## config.mk

```make
export PLATFORM = sky130hd
export DESIGN_NAME = response_capture_ctrl
export DESIGN_NICKNAME = d
export VERILOG_FILES = /design/src/rtl/response_capture_ctrl.sv
export SDC_FILE = /design/constraint.sdc
export NUM_CORES = 1
export LEC_CHECK = 0
export CAP_MARGIN = 20
export CORE_ASPECT_RATIO = 1.2
export CORE_MARGIN = 2
export CORE_UTILIZATION = 28
export CTS_BUF_LIST = sky130_fd_sc_hd__clkbuf_8
export DETAILED_ROUTE_END_ITERATION = 16
export PLACE_DENSITY = 0.54
export SYNTH_ARGS = -nofsm -noshare
export SYNTH_HDL_FRONTEND = slang
export SYNTH_SLANG_ARGS = --single-unit
export TNS_END_PERCENT = 1
```

## constraint.sdc

```tcl
create_clock -name clk -period 6.58 [get_ports clk]
set_input_delay 1.645 -clock clk [delete_from_list [all_inputs] [get_ports clk]]
set_output_delay 1.645 -clock clk [all_outputs]
set_load 0.01 [all_outputs]
```

## src/rtl/response_capture_ctrl.sv

```systemverilog
// Avalon-MM controlled capture of a synchronized DUT response bus into a FIFO.
// Define RESP_COMPARE_EN to add EXPECT/MASK registers and a saturating MISMATCH counter.
module response_capture_ctrl #(
  parameter int DATA_W     = 11,
  parameter int FIFO_DEPTH = 16
) (
  input  logic              clk,
  input  logic              reset_n,
  input  logic [2:0]        address,
  input  logic              read,
  input  logic              write,
  input  logic [31:0]       writedata,
  output logic [31:0]       readdata,
  input  logic [DATA_W-1:0] in_port,
  output logic              irq
);
  localparam int AW = $clog2(FIFO_DEPTH);
  localparam logic [AW:0] DEPTH_L = (AW+1)'(FIFO_DEPTH);

  typedef enum logic [1:0] {S_IDLE, S_WAIT, S_SAMPLE, S_DONE} state_t;

  state_t            state_q, state_d;
  logic [DATA_W-1:0] sync1_q, sync2_q;
  logic [15:0]       count_q, count_d, divider_q, divider_d, reload_q, reload_d;
  logic [15:0]       remaining_q, remaining_d, interval_q, interval_d;
  logic              irq_en_q, irq_en_d, done_q, done_d, overflow_q, overflow_d;
  logic [AW:0]       wr_ptr_q, wr_ptr_d, rd_ptr_q, rd_ptr_d;
  logic [31:0]       readdata_q, readdata_d;
  logic [DATA_W-1:0] fifo_mem [FIFO_DEPTH];
  logic [DATA_W-1:0] fifo_head;
  logic [AW:0]       level;
  logic              push_req, push_en, pop_en, busy, fifo_empty, fifo_full;
  logic              wr_start, wr_abort;
`ifdef RESP_COMPARE_EN
  logic [DATA_W-1:0] expect_q, expect_d, mask_q, mask_d;
  logic [DATA_W-1:0] expect_act_q, expect_act_d, mask_act_q, mask_act_d;
  logic [15:0]       mismatch_q, mismatch_d;
`endif
  logic              unused_wdata;

  assign unused_wdata = ^writedata[31:16];
  assign level        = wr_ptr_q - rd_ptr_q;
  assign fifo_empty   = (level == '0);
  assign fifo_full    = (level == DEPTH_L);
  assign fifo_head    = fifo_mem[rd_ptr_q[AW-1:0]];
  assign busy         = (state_q == S_WAIT) || (state_q == S_SAMPLE);
  // abort dominates start when both bits arrive in one write
  assign wr_abort     = write && (address == 3'd0) && writedata[1];
  assign wr_start     = write && (address == 3'd0) && writedata[0] && !writedata[1];
  assign irq          = done_q & irq_en_q;
  assign readdata     = readdata_q;

  always_comb begin
    state_d     = state_q;
    count_d     = count_q;
    divider_d   = divider_q;
    reload_d    = reload_q;
    remaining_d = remaining_q;
    interval_d  = interval_q;
    irq_en_d    = irq_en_q;
    done_d      = done_q;
    overflow_d  = overflow_q;
    wr_ptr_d    = wr_ptr_q;
    rd_ptr_d    = rd_ptr_q;
    readdata_d  = readdata_q;
    push_req    = 1'b0;
`ifdef RESP_COMPARE_EN
    expect_d     = expect_q;
    mask_d       = mask_q;
    expect_act_d = expect_act_q;
    mask_act_d   = mask_act_q;
    mismatch_d   = mismatch_q;
`endif

    if (write) begin
      case (address)
        3'd0: irq_en_d = writedata[2];
        3'd1: count_d = writedata[15:0];
        3'd2: divider_d = writedata[15:0];
`ifdef RESP_COMPARE_EN
        3'd3: expect_d = writedata[DATA_W-1:0];
        3'd4: mask_d = writedata[DATA_W-1:0];
`endif
        3'd5: begin
          if (writedata[1]) done_d = 1'b0;
          if (writedata[4]) overflow_d = 1'b0;
        end
        default: ;
      endcase
    end

    case (state_q)
      S_IDLE: begin
        if (wr_start) begin
          remaining_d = count_q;
          interval_d  = divider_q;
          reload_d    = divider_q;
          done_d      = 1'b0;
          overflow_d  = 1'b0;
`ifdef RESP_COMPARE_EN
          expect_act_d = expect_q;
          mask_act_d   = mask_q;
          mismatch_d   = '0;
`endif
          state_d = (count_q == 16'd0) ? S_DONE : S_WAIT;
        end
      end
      S_WAIT: begin
        if (wr_abort) begin
          state_d = S_IDLE;
        end else begin
          // a divider of 0 still spends one clock here
          interval_d = interval_q - 16'd1;
          if (interval_q <= 16'd1) state_d = S_SAMPLE;
        end
      end
      S_SAMPLE: begin
        if (wr_abort) begin
          state_d = S_IDLE;
        end else begin
          push_req    = 1'b1;
          remaining_d = remaining_q - 16'd1;
`ifdef RESP_COMPARE_EN
          if ((|((sync2_q ^ expect_act_q) & mask_act_q)) && (mismatch_q != 16'hFFFF))
            mismatch_d = mismatch_q + 16'd1;
`endif
          if (remaining_q == 16'd1) begin
            state_d = S_DONE;
          end else begin
            interval_d = reload_q;
            state_d    = S_WAIT;
          end
        end
      end
      S_DONE: begin
        done_d  = 1'b1;
        state_d = S_IDLE;
      end
      default: state_d = S_IDLE;
    endcase

    // a pop frees the slot that a same-cycle push into a full FIFO uses
    pop_en  = read && (address == 3'd6) && !fifo_empty;
    push_en = push_req && (!fifo_full || pop_en);
    if (push_req && !push_en) overflow_d = 1'b1;
    if (pop_en) rd_ptr_d = rd_ptr_q + 1'b1;
    if (push_en) wr_ptr_d = wr_ptr_q + 1'b1;
    if ((state_q == S_IDLE) && wr_start) begin
      wr_ptr_d = '0;
      rd_ptr_d = '0;
    end

    if (read) begin
      case (address)
        3'd0: readdata_d = {29'd0, irq_en_q, 1'b0, busy};
        3'd1: readdata_d = {16'd0, count_q};
        3'd2: readdata_d = {16'd0, divider_q};
`ifdef RESP_COMPARE_EN
        3'd3: readdata_d = 32'(expect_q);
        3'd4: readdata_d = 32'(mask_q);
        3'd7: readdata_d = {16'd0, mismatch_q};
`else
        3'd3, 3'd4, 3'd7: readdata_d = 32'd0;
`endif
        3'd5: readdata_d = {16'd0, 8'(level), 3'd0, overflow_q, fifo_full, fifo_empty, done_q, busy};
        3'd6: readdata_d = pop_en ? 32'(fifo_head) : 32'd0;
        default: readdata_d = 32'd0;
      endcase
    end
  end

  always_ff @(posedge clk or negedge reset_n) begin
    if (!reset_n) begin
      state_q     <= S_IDLE;
      sync1_q     <= '0;
      sync2_q     <= '0;
      count_q     <= '0;
      divider_q   <= '0;
      reload_q    <= '0;
      remaining_q <= '0;
      interval_q  <= '0;
      irq_en_q    <= 1'b0;
      done_q      <= 1'b0;
      overflow_q  <= 1'b0;
      wr_ptr_q    <= '0;
      rd_ptr_q    <= '0;
      readdata_q  <= '0;
    end else begin
      state_q     <= state_d;
      sync1_q     <= in_port;
      sync2_q     <= sync1_q;
      count_q     <= count_d;
      divider_q   <= divider_d;
      reload_q    <= reload_d;
      remaining_q <= remaining_d;
      interval_q  <= interval_d;
      irq_en_q    <= irq_en_d;
      done_q      <= done_d;
      overflow_q  <= overflow_d;
      wr_ptr_q    <= wr_ptr_d;
      rd_ptr_q    <= rd_ptr_d;
      readdata_q  <= readdata_d;
    end
  end

`ifdef RESP_COMPARE_EN
  always_ff @(posedge clk or negedge reset_n) begin
    if (!reset_n) begin
      expect_q     <= '0;
      mask_q       <= '0;
      expect_act_q <= '0;
      mask_act_q   <= '0;
      mismatch_q   <= '0;
    end else begin
      expect_q     <= expect_d;
      mask_q       <= mask_d;
      expect_act_q <= expect_act_d;
      mask_act_q   <= mask_act_d;
      mismatch_q   <= mismatch_d;
    end
  end
`endif

  always_ff @(posedge clk) begin
    if (push_en) fifo_mem[wr_ptr_q[AW-1:0]] <= sync2_q;
  end
endmodule

```

==> results of run 1 <==
worst min path at each step:
stage	end	cells past startpoint	start
2_1_floorplan	sync2_q[0]	0	sync1_q[0]
3_3_place_gp	sync2_q[2]	0	sync1_q[2]
3_5_place_dp	sync2_q[6]	0	sync1_q[6]
4_1_cts	sync2_q[9]	0	sync1_q[9]
5_1_grt	sync2_q[5]	0	sync1_q[5]
6_report	sync2_q[6]	0	sync1_q[6]
per-stage QoR:
step	setup WS, ns	util (%)	hold WS, ns	std cells	total power, mW
2_1_floorplan	2.53	-	0.331	989	3.99
3_3_place_gp	1.36	30.5	0.334	1611	4.50
3_5_place_dp	1.27	30.5	0.335	1611	4.53
4_1_cts	1.95	32.7	0.349	1705	6.27
5_1_grt	1.70	32.7	0.352	1705	6.60
6_report	1.92	32.7	0.346	1705	6.20
worst max-delay path, stage by stage:
cell	delay (ns)
clkdlybuf4s50_1	0.84
nor3_1	0.24
a31oi_1	0.57
o31ai_1	0.40
nor3b_1	0.53
and2_1	0.64
flip-flops by register name, summed over array words and instances, names as in the netlist, 2 cells and up:
| register | flops |
|---|---|
| wr_ptr_q | 5 |
| rd_ptr_q | 5 |
| state_q | 2 |
| readdata | 16 |
| sync2_q | 11 |
| reload_q | 16 |
| remaining_q | 16 |
| sync1_q | 11 |
| fifo_mem | 176 |
| interval_q | 16 |
| count_q | 16 |
| divider_q | 16 |
power by group:
group          total [mW]  internal, mW  switching (mW)
Sequential           2.60          2.30           0.300
Clock                1.71         0.941           0.768
Combinational        1.89         0.845            1.05
Total                6.20          4.08            2.11
layer usage:
layer  vias up  GRT usage (%)
li1       3770              -
met1      4207           16.7
met2       211           24.0
met3        45           2.49
met4         0           4.35
met5         -              0
Yosys cell counts (13+ instances only):
cell	count	share of area [%]
mux4_2	49	8.2
edfxtp_1	176	39
clkbuf_1	40	1.1
mux2_2	32	2.7
and2_1	13	0.60
o31ai_1	15	0.84
a21oi_1	33	1.2
nand2_1	118	3.3
o21ai_0	43	1.6
dfrtp_1	133	25
nor2_1	49	1.4
ha_1	17	1.6
nor3_1	17	0.63
buf_4	17	0.95
and3_1	13	0.60
a22oi_1	30	1.7
inv_1	22	0.61
cells by family (layout without fill, tap and decap cells):
kind of cell | Yosys count | in the layout | synth area share (%)
compound gates | 179 | 179 | 8.99
flops | 309 | 309 | 63.9
fa+ha+maj | 18 | 18 | 1.73
mux | 92 | 92 | 11.7
xor+xnor | 15 | 15 | 0.974
buf+inv | 93 | 179 | 3.32
simple gates | 267 | 267 | 9.41
other cells | 1 | 16 | 0.0278
cell type report:
cell class                      instances  area, um^2  share of cell area (%)
Sequential cell                       309        8620                    55.1
Multi-Input combinational cell        587        4500                    28.8
Clock buffer                           66         908                    5.81
Tap cell                              630         788                    5.04
Timing Repair Buffer                   62         592                    3.78
Clock inverter                         28         156                    1.00
Inverter                               23        86.3                   0.552
==> impl_metrics.yaml, run 1 <==
sta:
  period_share_pct: 70.8
  rsz0062_at_grt: "no"
  tightest_slew_ns: 1.06
  finalHoldViolations: 0
  finalMaxSlewViolations: 0
  setup_violations: 0
  finalCriticalPeriod_ns: 4.66
  max_freq_mhz: 215
  timing.slew.headroom_pct: 29.1
  setup_tns_ns: 0
  timing.clock.skew_ns: 0.0216
setup_path:
  r2r_slack_ns: 2.02
  crit_end: "fifo_mem[4][5]"
  r2r_end: "fifo_mem[4][5]"
  endpoint_kind: "register"
  cp-startpoint: "address[2]"
  start_kind: "input pin"
  r2r-start: "rd_ptr_q[2]"
  path_class: "input pin to register"
  crit_arrival_ns: 4.89
  crit_required_ns: 6.81
  path_max_fanout: 18
  r2r_cells: 8
floorplanning:
  coreArea_mm2: 0.0478
  io_pins: 83
  start_util_pct: 28.2
  dieWidth_um: 204
  die_y_um: 244
  row_count: 88
  die-area_mm2: 0.0499
routing:
  drt_iter0_drc: 565
  dr_wl_met2_um: 17300
  wl_met3_um: 1550
  top_layer: "met4"
  via_per_inst: 4.83
  firstDrtPassIters: 5
  antenna_left: 0
  wl_met1_um: 13800
  drc_errors: 0
  routed-via-count: 8233
  drt_wl_total_um: 33400
  wl_per_cell_um: 19.6
final_layout:
  mostFrequentLayoutCell: "edfxtp_1"
  postLayoutCellArea_mm2: 0.0156
  drive_above_1_share_pct: 16.7
  final_cell_mix: "176 x edfxtp_1, 131 x dfrtp_1, 118 x nand2_1"
  diodes: 0
  final_nets: 1102
  area.growth.synth_to_final_pct: 16.0
  nFillCells: 4762
placed_design:
  place_congestion: 0.759
  hpwlAfterDp_um: 21500
  io_buffer_count: 50
  place_area_mm2: 0.0146
cts:
  post_cts_resize_count: 0
  htreeDepth: 2
  numCtsBuffers: 51
  clk_pin_slew_ns: 0.06
  hold_buffers: 0
  root_buffer: "clkbuf_8"
  tritoncts: "done"
  ctsLongestPathBuffers: 3
  clk_latency_ns: 0.60
  cts_setup_buffers: 0
  cts.sinks: 309
yosys:
  synthFlopType: "edfxtp_1"
  synth-seq-area-share_pct: 63.9
  postSynthCellCount: 974
  synthArstFlopShare_pct: 43.0
  yosysWarningCount: 0
  avgSynthCellArea_um2: 13.8
  syn-cell-area_mm2: 0.0135
  ys_seq_elements: 309
  synth_edf_count: 176
  ys_types: 65
min_path:
  hp-class: "register to register"
run_status:
  status: "complete, no violations"
pwr:
  ir_drop_uv: 186
  powerDensity_mw_per_mm2: 396
  power.leakage_nw: 5.87
global_routing:
  overflow: 0
  grt_antenna_before_repair: 0
  grtUsageTotal_pct: 13.6
  grt_max_degree: 86
  grt_pass1_vias: 8470
  grt_pass1_wl_um: 51200
run:
  maxCapViolCount: 0
(Power assumes the default switching activity.)
==> run 2, diff against run 1 <==
Settings changed: PLACE_DENSITY 0.54 to 0.55.
Clock period 6.58 ns to 4.2 ns, I/O delays scaled along.
==> run 2 against run 1 <==
Total power increased by 59%. Final cell count increased by 1.7%. Combinational power increased by 64%. Global-route usage increased by 0.25 points. Wire length increased by 0.96%. Final area increased by 1.9%. Clock skew increased by 0.012 ns. Critical endpoint is now fifo_mem[9][6].
==> impl_metrics.yaml, run 2 (synthesized netlist as in run 1, its figures left out) <==
setup_path:
  path_class: "register to register"
  r2r-start: "wr_ptr_q[0]"
  endpoint_kind: "register"
  r2r_end: "fifo_mem[9][6]"
  start_kind: "register"
  r2r_slack_ns: 0.91
  r2r_cells: 12
  crit_arrival_ns: 3.61
  path_max_fanout: 7
  crit_required_ns: 4.52
cts:
  post_cts_resize_count: 0
  clk_pin_slew_ns: 0.06
  ctsLongestPathBuffers: 3
  cts.sinks: 309
  root_buffer: "clkbuf_8"
  hold_buffers: 0
  cts_setup_buffers: 0
  clk_latency_ns: 0.63
  numCtsBuffers: 52
  tritoncts: "done"
  htreeDepth: 2
sta:
  rsz0062_at_grt: "no"
  tightest_slew_ns: 0.960
  timing.slew.headroom_pct: 36.0
  finalHoldViolations: 0
  max_freq_mhz: 304
  finalMaxSlewViolations: 0
  timing.clock.skew_ns: 0.0338
  period_share_pct: 78.3
  whs_ns: 0.346
  setup_tns_ns: 0
  finalCriticalPeriod_ns: 3.29
  setup_violations: 0
placed_design:
  place_inst: 1640
  place_area_mm2: 0.0149
  io_buffer_count: 50
  place_congestion: 0.799
  hpwlAfterDp_um: 22000
global_routing:
  top_usage_layer: "met2"
  grt_pass1_wl_um: 52200
  grtUsageTotal_pct: 13.8
  met1_usage_pct: 17.2
  grtUsageMet3_pct: 2.53
  overflow: 0
  grt_antenna_before_repair: 0
  grt_pass1_vias: 8573
  grt_max_degree: 71
  met2_usage_pct: 23.8
floorplanning:
  coreArea_mm2: 0.0478
  dieWidth_um: 204
  die-area_mm2: 0.0499
  die_y_um: 244
  io_pins: 83
  row_count: 88
  start_util_pct: 28.2
min_path:
  whs_endpoint: "sync2_q[6]"
  hold_start: "sync1_q[6]"
  hp-class: "register to register"
  hold_depth: 0
final_layout:
  final_cell_mix: "176 x edfxtp_1, 131 x dfrtp_1, 118 x nand2_1"
  mostFrequentLayoutCell: "edfxtp_1"
  final_nets: 1132
  multi_input_area_mm2: 0.00450
  largest_register_ffs: 176
  postLayoutCellArea_mm2: 0.0159
  nFillCells: 4751
  drive_above_1_share_pct: 18.9
  area.growth.synth_to_final_pct: 18.2
  register_area_mm2: 0.00862
  diodes: 0
  utilization_pct: 33.3
  finalNonFillerCells: 1734
pwr:
  power.switching_mw: 3.37
  power.internal_mw: 6.51
  ir_drop_uv: 332
  sw_frac_of_total_pct: 34.1
  powerDensity_mw_per_mm2: 620
  pwr-share-seq_pct: 40.6
  power.leakage_nw: 6.03
  power_frac_clock_pct: 28.0
  combinationalPowerShare_pct: 31.3
routing:
  antenna_left: 0
  via_per_inst: 4.77
  routed-via-count: 8279
  wl_per_cell_um: 19.4
  drt_wl_total_um: 33700
  drc_errors: 0
  firstDrtPassIters: 5
  drt_iter0_drc: 508
run:
  maxCapViolCount: 0
run_status:
  status: "complete, no violations"
run 2: changes by cell type in the layout (fill, tap and decap cells not counted), sizes merged:
cell      delta
clkinv       +4
buf         +29
clkinvlp     +1
clkbuf       -8
bufinv       +3
run 2: worst max-delay path by stage:
stage                     slack, ns         from  depth (start not counted)        endpoint
after floorplan                0.31  rd_ptr_q[3]                          8  fifo_mem[1][0]
after global placement         0.46   address[0]                          7  interval_q[14]
after detailed placement       0.45   address[0]                          7  interval_q[14]
after CTS                      0.91  wr_ptr_q[0]                         11  fifo_mem[9][6]
after global routing           0.68  wr_ptr_q[0]                         12  fifo_mem[6][2]
final                          0.91  wr_ptr_q[0]                         12  fifo_mem[9][6]
run 2: power groups by stage:
stage                     clock network (mW)  registers (mW)  logic (mW)
after floorplan                            0            3.91        2.34
final                                   2.77            4.02        3.10
after global placement                     0            4.06        3.09
after detailed placement                   0            4.07        3.12
after global routing                    2.99            4.07        3.45
after CTS                               2.86            4.02        3.13
run 2: metal layers:
layer | vias up | wire length (um)
met5 | - | 0
met4 | 0 | 832
met3 | 55 | 1400
met2 | 185 | 17300
met1 | 4205 | 14100
li1 | 3834 | -
run 2: cell type report:
| type | instances | area share (%) |
|---|---|---|
| Clock inverter | 36 | 1.76 |
| Sequential cell | 309 | 54.1 |
| Tap cell | 630 | 4.95 |
| Timing Repair Buffer | 91 | 5.47 |
| Multi-Input combinational cell | 587 | 28.2 |
| Clock buffer | 58 | 5.01 |
| Inverter | 23 | 0.542 |
run 2: per-stage QoR:
step	setup WS (ns)	total power, mW
after CTS	0.906	10.0
final	0.912	9.88
after global placement	0.459	7.15
after floorplan	0.308	6.25
after global routing	0.677	10.5
after detailed placement	0.446	7.19
run 2: critical path: stages, from the launching register on:
cell and delay (ns):
dfrtp_1 0.44, inv_1 0.12, ha_1 0.23, fa_1 0.40
xnor2_1 0.30, nor3b_1 0.10, mux2i_1 0.17, buf_4 0.17
o31ai_1 0.08, buf_4 0.20, nor2_1 0.17, and3_1 0.45
buf_12 0.18
==> run 3, diff against run 2 <==
Clock period 4.2 ns to 2.9 ns, I/O delays scaled along.
==> run 3 against run 2 <==
Combinational power increased by 65%. Clock skew up 0.0059 ns. Via count up 3.2%. Die area unchanged. Core utilization up 1.5 points. Sequential power increased by 43%. Critical path type unchanged.
==> impl_metrics.yaml, run 3 (synthesized netlist as in run 1, its figures left out) <==
run_status:
  status: "complete, no violations"
setup_path:
  crit_arrival_ns: 3.09
  crit_slowest_cell: "fa_2"
  worst-path-buf-inv: 2
  endpoint_kind: "register"
  path_class: "register to register"
  max_stage_delay_ns: 0.53
  crit_required_ns: 3.25
  r2r_slack_ns: 0.16
  cp_cell_sequence: "inv_1 > ha_2 > fa_2 > nand2_1 > nor3b_2 > mux2i_4 > o31a_1 > and3_4 > and2_2 > buf_12"
  path_max_fanout: 6
  path_delay_family: "simple AND/OR/NAND/NOR gates"
  start_kind: "register"
cts:
  ctsLongestPathBuffers: 3
  cts.sinks: 309
  tritoncts: "done"
  clk_pin_slew_ns: 0.06
  numCtsBuffers: 53
  clk_latency_ns: 0.62
  htreeDepth: 2
  root_buffer: "clkbuf_8"
  hold_buffers: 0
routing:
  drt_wl_total_um: 35000
  drc_errors: 0
  drt_iter0_drc: 649
  wl_per_cell_um: 19.6
  firstDrtPassIters: 5
  via_per_inst: 4.79
  routed-via-count: 8547
  antenna_left: 0
placed_design:
  place_area_mm2: 0.0155
  place_inst: 1685
  hpwlAfterDp_um: 23400
  place_congestion: 0.809
  place_ws_ns: -0.167
  io_buffer_count: 50
sta:
  finalCriticalPeriod_ns: 2.74
  setup_violations: 0
  period_share_pct: 94.4
  setup_ws_ns: 0.163
  finalMaxSlewViolations: 0
  whs_ns: 0.134
  rsz0062_at_grt: "no"
  timing.clock.skew_ns: 0.0398
  finalHoldViolations: 0
  max_freq_mhz: 365
  tightest_slew_ns: 0.687
  timing.slew.headroom_pct: 54.2
final_layout:
  multi_input_area_mm2: 0.00461
  nFillCells: 4739
  diodes: 0
  postLayoutCellArea_mm2: 0.0166
  largest_register_ffs: 176
  finalNonFillerCells: 1784
  area.growth.synth_to_final_pct: 23.4
  register_area_mm2: 0.00862
  drive_above_1_share_pct: 24.1
  final_nets: 1180
  final_cell_mix: "176 x edfxtp_1, 131 x dfrtp_1, 118 x nand2_1"
  mostFrequentLayoutCell: "edfxtp_1"
floorplanning:
  die_y_um: 244
  die-area_mm2: 0.0499
  io_pins: 83
  coreArea_mm2: 0.0478
  row_count: 88
  dieWidth_um: 204
  start_util_pct: 28.2
global_routing:
  grt_pass1_vias: 8939
  grt_antenna_before_repair: 0
  grt_pass1_wl_um: 54300
  grt_max_degree: 63
  grtUsageTotal_pct: 14.4
  overflow: 0
run:
  maxCapViolCount: 0
pwr:
  power.leakage_nw: 6.34
  ir_drop_uv: 385
  powerDensity_mw_per_mm2: 889
min_path:
  hp-class: "input pin to asynchronous set/reset pin"
-- run 3: cell count changes in the layout (fill, tap and decap cells not counted), sizes merged --
cell / before / now
buf: 42 / 89
clkinv: 11 / 13
bufinv: 4 / 3
clkinvlp: 1 / 2
inv: 43 / 44
-- run 3: metrics by stage --
step                util, %  setup TNS (ns)  total power, mW
floorplan                 -               0             9.14
global placement       32.4           -9.38             10.7
detailed placement     32.4          -16.72             10.8
CTS                    34.7         -0.0109             14.8
global route           34.8               0             15.7
finish                 34.8               0             14.8
-- run 3: final timing paths --
| check | from | endpoint | cells past startpoint |
|---|---|---|---|
| min in group clk | sync1_q[5] | sync2_q[5] | 0 |
| hold reg to reg | sync1_q[5] | sync2_q[5] | 0 |
| max in group asynchronous | reset_n | count_q[12] | 2 |
| setup / recovery | wr_ptr_q[0] | fifo_mem[13][0] | 10 |
| hold / removal | reset_n | sync1_q[1] | 1 |
| setup reg to reg | wr_ptr_q[0] | fifo_mem[13][0] | 10 |
-- run 3: layout make-up --
type / count / area share [%]
Clock buffer: 58 / 4.80
Clock inverter: 39 / 1.61
Timing Repair Buffer: 138 / 8.81
Multi-Input combinational cell: 587 / 27.7
Tap cell: 630 / 4.74
Inverter: 23 / 0.526
Sequential cell: 309 / 51.8
-- run 3: timing repair --
item / CTS / global route
gates resized for setup: 3 / 16
endpoints found under the setup margin: 106 / 182
setup buffers: 1 / 1
pin swaps: 0 / 4
-- run 3: power by group --
part           internal (mW)  switching [mW]  total (mW)
sequential              5.21           0.532        5.75
clock                   2.13            1.81        3.93
combinational           2.36            2.75        5.11
total                   9.70            5.09        14.8
-- run 3: metal layers --
layer	global-route usage, %	part of all wire, %
met1	17.4	41
met2	25.7	53
met3	2.27	3.8
met4	5.09	3.1
met5	0	0
